`config.mk`:
```
export PLATFORM = sky130hd
export DESIGN_NAME = iq_hard_demod_flat
export DESIGN_NICKNAME = d
export VERILOG_FILES = /design/src/rtl/iq_hard_demod_if.sv /design/src/rtl/iq_hard_demod.sv /design/src/flat_wrapper.sv
export SDC_FILE = /design/constraint.sdc
export NUM_CORES = 1
export LEC_CHECK = 0
export ABC_AREA = 1
export BUFFER_PORTS_ARGS = -buffer_cell sky130_fd_sc_hd__clkbuf_2
export CELL_PAD_IN_SITES_DETAIL_PLACEMENT = 1
export CELL_PAD_IN_SITES_GLOBAL_PLACEMENT = 2
export CORE_ASPECT_RATIO = 1.4
export CORE_UTILIZATION = 33
export CTS_CLUSTER_SIZE = 16
export DETAILED_ROUTE_END_ITERATION = 8
export GPL_ROUTABILITY_DRIVEN = 0
export PLACE_DENSITY_LB_ADDON = 0.1
export SYNTH_ARGS = -nofsm -noshare
export SYNTH_HDL_FRONTEND = slang
export SYNTH_SLANG_ARGS = --single-unit
```
`constraint.sdc`:
```
create_clock -name clk -period 2.2 [get_ports clk]
set_input_delay 0.33 -clock clk [delete_from_list [all_inputs] [get_ports clk]]
set_output_delay 0.33 -clock clk [all_outputs]
set_load 0.05 [all_outputs]
```
`src/rtl/iq_hard_demod_if.sv`:
```
// I/Q sample-in / nibble-out bus for the hard-decision demodulator.
interface iq_hard_demod_if;
   logic [1:0] mod_sel;
   logic       in_valid;
   logic [3:0] i_in;
   logic [3:0] q_in;
   logic       align;
   logic [3:0] data_out;
   logic       data_valid;
   logic       sym_err;

   modport master (
      output mod_sel, in_valid, i_in, q_in, align,
      input  data_out, data_valid, sym_err
   );

   modport slave (
      input  mod_sel, in_valid, i_in, q_in, align,
      output data_out, data_valid, sym_err
   );
endinterface

```
`src/rtl/iq_hard_demod.sv`:
```
// Integrate-and-dump I/Q receiver: hard-slices BPSK/QPSK/16-QAM symbols and packs
// the recovered bits MSB first into 4-bit nibbles.
module iq_hard_demod #(
   parameter int unsigned SPS     = 4,
   parameter int unsigned QAM_THR = 4
) (
   input  logic            clk,
   input  logic            rst_n,
   iq_hard_demod_if.slave  bus
);

   localparam int unsigned AW  = 4 + $clog2(SPS) + 1;
   localparam int unsigned CW  = (SPS > 1) ? $clog2(SPS) : 1;
   localparam int          THR = int'(QAM_THR * SPS);

   typedef enum logic [1:0] {
      MODE_BPSK  = 2'b00,
      MODE_QPSK  = 2'b01,
      MODE_QAM16 = 2'b10,
      MODE_RSVD  = 2'b11
   } mode_e;

   mode_e                mode_q, mode_d;
   logic signed [AW-1:0] acc_i_q, acc_i_d;
   logic signed [AW-1:0] acc_q_q, acc_q_d;
   logic [CW-1:0]        cnt_q, cnt_d;
   logic [1:0]           bit_cnt_q, bit_cnt_d;
   logic [2:0]           sr_q, sr_d;
   logic [3:0]           data_out_q, data_out_d;
   logic                 data_valid_q, data_valid_d;
   logic                 sym_err_q, sym_err_d;

   logic signed [AW-1:0] samp_i, samp_q, base_i, base_q, sum_i, sum_q;
   logic [CW-1:0]        base_cnt;
   logic [1:0]           base_bits;
   int                   sum_i_ext, sum_q_ext;
   logic                 pos_i, pos_q, inner_i, inner_q;
   logic [3:0]           nib;
   logic                 emit;

   // Accumulate, slice on the completing sample and pack into the nibble register.
   always_comb begin
      mode_d       = mode_e'(bus.mod_sel);
      acc_i_d      = acc_i_q;
      acc_q_d      = acc_q_q;
      cnt_d        = cnt_q;
      bit_cnt_d    = bit_cnt_q;
      sr_d         = sr_q;
      data_out_d   = data_out_q;
      data_valid_d = 1'b0;
      sym_err_d    = 1'b0;

      samp_i    = AW'($signed(bus.i_in));
      samp_q    = AW'($signed(bus.q_in));
      base_i    = bus.align ? '0 : acc_i_q;
      base_q    = bus.align ? '0 : acc_q_q;
      base_cnt  = bus.align ? '0 : cnt_q;
      base_bits = bus.align ? '0 : bit_cnt_q;
      sum_i     = base_i + samp_i;
      sum_q     = base_q + samp_q;
      sum_i_ext = int'(sum_i);
      sum_q_ext = int'(sum_q);
      pos_i     = (sum_i_ext >= 0);
      pos_q     = (sum_q_ext >= 0);
      inner_i   = (sum_i_ext > -THR) && (sum_i_ext < THR);
      inner_q   = (sum_q_ext > -THR) && (sum_q_ext < THR);
      nib       = 4'b0000;
      emit      = 1'b0;

      if (mode_d != mode_q) begin
         // Mode switch aborts the partial symbol/nibble and drops this cycle's sample.
         acc_i_d   = '0;
         acc_q_d   = '0;
         cnt_d     = '0;
         bit_cnt_d = '0;
      end else begin
         acc_i_d   = base_i;
         acc_q_d   = base_q;
         cnt_d     = base_cnt;
         bit_cnt_d = base_bits;
         if (bus.in_valid) begin
            if (base_cnt == CW'(SPS - 1)) begin
               acc_i_d = '0;
               acc_q_d = '0;
               cnt_d   = '0;
               unique case (mode_q)
                  MODE_BPSK: begin
                     nib       = {sr_q, pos_i};
                     sr_d      = nib[2:0];
                     bit_cnt_d = 2'(base_bits + 2'd1);
                     emit      = (base_bits == 2'd3);
                  end
                  MODE_QPSK: begin
                     nib       = {sr_q[1:0], pos_i, pos_q};
                     sr_d      = nib[2:0];
                     bit_cnt_d = 2'(base_bits + 2'd2);
                     emit      = (base_bits == 2'd2);
                  end
                  MODE_QAM16: begin
                     nib  = {pos_i, inner_i, pos_q, inner_q};
                     emit = 1'b1;
                  end
                  MODE_RSVD: begin
                     sym_err_d = 1'b1;
                  end
                  default: ;
               endcase
               if (emit) begin
                  data_out_d   = nib;
                  data_valid_d = 1'b1;
                  bit_cnt_d    = '0;
               end
            end else begin
               acc_i_d = sum_i;
               acc_q_d = sum_q;
               cnt_d   = CW'(base_cnt + CW'(1));
            end
         end
      end
   end

   always_ff @(posedge clk or negedge rst_n) begin
      if (!rst_n) begin
         mode_q       <= MODE_BPSK;
         acc_i_q      <= '0;
         acc_q_q      <= '0;
         cnt_q        <= '0;
         bit_cnt_q    <= '0;
         sr_q         <= '0;
         data_out_q   <= '0;
         data_valid_q <= 1'b0;
         sym_err_q    <= 1'b0;
      end else begin
         mode_q       <= mode_d;
         acc_i_q      <= acc_i_d;
         acc_q_q      <= acc_q_d;
         cnt_q        <= cnt_d;
         bit_cnt_q    <= bit_cnt_d;
         sr_q         <= sr_d;
         data_out_q   <= data_out_d;
         data_valid_q <= data_valid_d;
         sym_err_q    <= sym_err_d;
      end
   end

   assign bus.data_out   = data_out_q;
   assign bus.data_valid = data_valid_q;
   assign bus.sym_err    = sym_err_q;

endmodule
```
`src/flat_wrapper.sv`:
```
// flat-port wrapper written by rule: the top's interface ports become plain ports
module iq_hard_demod_flat 
#(
   parameter int unsigned SPS     = 4,
   parameter int unsigned QAM_THR = 4
)
  (clk, rst_n, bus_mod_sel, bus_in_valid, bus_i_in, bus_q_in, bus_align, bus_data_out, bus_data_valid, bus_sym_err);
  iq_hard_demod_if bus_i ();
  input  logic clk;
  input  logic rst_n;
  input wire logic [$bits(bus_i.mod_sel)-1:0] bus_mod_sel;
  input wire logic [$bits(bus_i.in_valid)-1:0] bus_in_valid;
  input wire logic [$bits(bus_i.i_in)-1:0] bus_i_in;
  input wire logic [$bits(bus_i.q_in)-1:0] bus_q_in;
  input wire logic [$bits(bus_i.align)-1:0] bus_align;
  output wire logic [$bits(bus_i.data_out)-1:0] bus_data_out;
  output wire logic [$bits(bus_i.data_valid)-1:0] bus_data_valid;
  output wire logic [$bits(bus_i.sym_err)-1:0] bus_sym_err;
  assign bus_i.mod_sel = bus_mod_sel;
  assign bus_i.in_valid = bus_in_valid;
  assign bus_i.i_in = bus_i_in;
  assign bus_i.q_in = bus_q_in;
  assign bus_i.align = bus_align;
  assign bus_data_out = bus_i.data_out;
  assign bus_data_valid = bus_i.data_valid;
  assign bus_sym_err = bus_i.sym_err;
  iq_hard_demod #(.SPS(SPS), .QAM_THR(QAM_THR)) u_core (.clk(clk), .rst_n(rst_n), .bus(bus_i));
endmodule
```
==> impl_results.md <==
* Outcome: finished clean
* HP Class: in -> async
* Clk buf depth at 2
* Drt total wl at between 5 and 6 mm
* Hold Slack at about 120 ps
* Starting Density at 0.350
* Power, Total at around 1.4 mW
* DR vias at about 2,000
* First-pass GRT wire length at 9.78 mm
* Tmin final at 2050 ps
* Max-slew headroom at 0.467
* Synth Area in Compound Gates at 0.0993
* Die area at between 6000 and 7000 µm²
* Top delay family on crit path: simple AND/OR/NAND/NOR gates
* Top_reg_cell synth: dfrtp_1
* Top-area cell type share of the netlist area at 0.349
* Endpoints failing setup at 0
* Area Overhead vs Synth at 23.7%
* Bufs and invs on worst path at 4
* Final Max Slew Viols at 0
* Post-synth net total at ~320
* # rows at 33
* Xor/xnor share of the synthesized area at 0.0373
* Gr usage total at 0.187
* Post-synthesis cell count at 293
* Startpoint types: flop
* Max-cap viol count at 0
* Ranking of synthesized cells by area: dfrtp_1, nand2_1, inv_1, ha_1, nand3_1
* I/O Pins at 20
* Worst-path clk slew at 60 ps
* Count leader, synth: nand2_1
* # H-tree levels at 2
* Skew-Pair Late Insertion Delay at between 200 and 300 ps
* Antenna Nets Post-Route at 0
* # diodes at 0
* Root buffer cell: clkbuf_8
* Vias in the first global route at roughly 2,100
* Top post-synthesis cells by count: nand2_1, inv_1, dfrtp_1, nor2_1, nand3_1
* CTS buffer count at 5
* Multiplexer share of the synthesized area at 0
* Worst EP required at 2370 ps
* Post-route setup TNS at 0 ps
* Netlist Area Pre-Place at roughly 2100 µm²
* Clock Skews at roughly 5.4 ps
* Clock sinks at 29
* Critical path peak fanout at 3
* CP arrival at roughly 2200 ps
* Number of synthesis warnings at 0
* Largest stage delay, worst path at ~350 ps
* Layout Nets at 364
* Maximum clock frequency at approximately 490 MHz
* Post-Synth Simple-Gate Area at 0.330
* Largest net degree at the start of global routing at 30
* DRC viols at 0
* RSZ-0062 raised after global routing: yes
* Largest family of logic cells by synthesized area: simple AND/OR/NAND/NOR gates
* TritonCTS clock tree: yes
* Synth unique cells at 30
* Worst-path cell chain: inv_1 -> nor2_2 -> ha_2 -> inv_1 -> fa_2 -> inv_2 -> nand3_2 -> nand2_2 -> nand3_2 -> nand2_2 -> nand2_2 -> nand3_1 -> nand2_1 -> inv_1 -> nand2_1 -> nand2_1 -> nand2_1
* Slowest cell on crit path: fa_2
* Core area at a little under 6000 µm²
* Initial antenna violation count at 0
* Crit-path most repeated cell: nand2_1
* Die Y at about 96 µm
* Period utilisation layout at 0.932
* Mapped Avg Cell Area at between 7 and 8 µm²
* Die W at 69.1 µm
* Leakage at approximately 1.4 nW
* Flops & latches, synth at 29
* IO Port Bufs at 19
* Post-DP HPWL at 4.37 mm
* Yosys top cell by area: dfrtp_1
* Per-cell routed wire length at 13.5 µm
* Adder-cell share of the synthesized area at 0.0795
* Share of layout cells above drive strength 1 at 0.239
* Final setup margin at around 150 ps
* Sequential-to-total area share from yosys stat at 0.349
* VDD IR max at around 240 µV
* Via density per instance at slightly below 5
* First-pass detailed-route iteration total at 4
* Fraction of registers with async set/reset at 1.00
* Power Density at ~560 nW/µm²
* Iter 0 DRT Violations at 34
* Hold Vio Cnt, Final at 0
* EDFF count, synth at 0
* Setup Crit Path Kind: reg -> reg
* Crit end category: flop
* Total grt overflow at 0
* Dpl ws at -149 ps
* Worst Max-Slew Pin Slew at 800 ps
[repair_timing]
action / 4_1_cts / 5_1_grt
pin swaps: 0 / 2
setup buffers: 0 / 2
hold buffers: 0 / 0
endpoints found under the setup margin: 1 / 7
resized for setup: 1 / 9
[sequential cells by signal (all words and copies together), names as in the netlist]
register,count
u_core.sr_q,3
u_core.cnt_q,2
u_core.mode_q,2
u_core.acc_i_q,7
u_core.bus.data_valid,1
u_core.bus.data_out,4
u_core.bus.sym_err,1
u_core.bit_cnt_q,2
u_core.acc_q_q,7
[cell type report]
cell class                 instances  area (µm²)
sequential                        29         726
tap                               70        87.6
multi-input combinational        208        1160
clock inverter                     1        30.0
fill                             776        3380
timing repair buffer              43         288
clock buffer                       7        86.3
inverter                          51         191
[report_power, final]
group / internal [mW] / switching [mW] / total, mW
registers: 0.551 / 0.00950 / 0.560
clock network: 0.369 / 0.216 / 0.585
logic: 0.114 / 0.172 / 0.285
[cells by family (layout without fill, tap and decap cells)]
kind of cell,after synthesis,after routing
fa+ha+maj,12,12
compound gates,34,34
simple gates,154,154
buf+inv,56,102
xor+xnor,8,8
flops,29,29
[cells in the final DEF, fill, tap and decap left out, types with 6 or more instances in the layout]
cell type,instances
buf_4,23
nand3_2,6
nand2_2,7
inv_1,43
ha_1,9
nand2_1,82
nor2_1,24
a21oi_1,14
clkbuf_2,19
inv_2,8
clkbuf_8,6
nand3_1,22
dfrtp_1,29
[metrics by stage]
step | cell area (µm²) | utilization | cells
final | 2570 | 0.432 | 409
after floorplan | 2080 | - | 293
after detailed placement | 2410 | 0.406 | 399
after global routing | 2570 | 0.432 | 409
after CTS | 2530 | 0.426 | 407
after global placement | 2410 | 0.406 | 399
[final timing paths]
check                      cells past startpoint                      to         startpoint  slack [ps]
max in group asynchronous                      1      u_core.bus.sym_err              rst_n        1570
hold reg to reg                                2          u_core.sr_q[2]     u_core.sr_q[2]         480
setup / recovery                              17  u_core.bus.data_out[0]  u_core.acc_i_q[0]         150
hold / removal                                 1       u_core.acc_q_q[1]              rst_n         120
min in group clk                               1        u_core.mode_q[0]     bus_mod_sel[0]         180
setup reg to reg                              17  u_core.bus.data_out[0]  u_core.acc_i_q[0]         150
[metal layers]
layer / vias up / track usage / share of wire
met1: 941 / 0.224 / 0.46
li1: 1012 / - / -
met3: 7 / 0.0262 / 0.013
met4: 0 / 0.0629 / 0.020
met5: - / 0 / 0
met2: 17 / 0.344 / 0.51
Note: power is estimated with default switching activity, not from simulation.
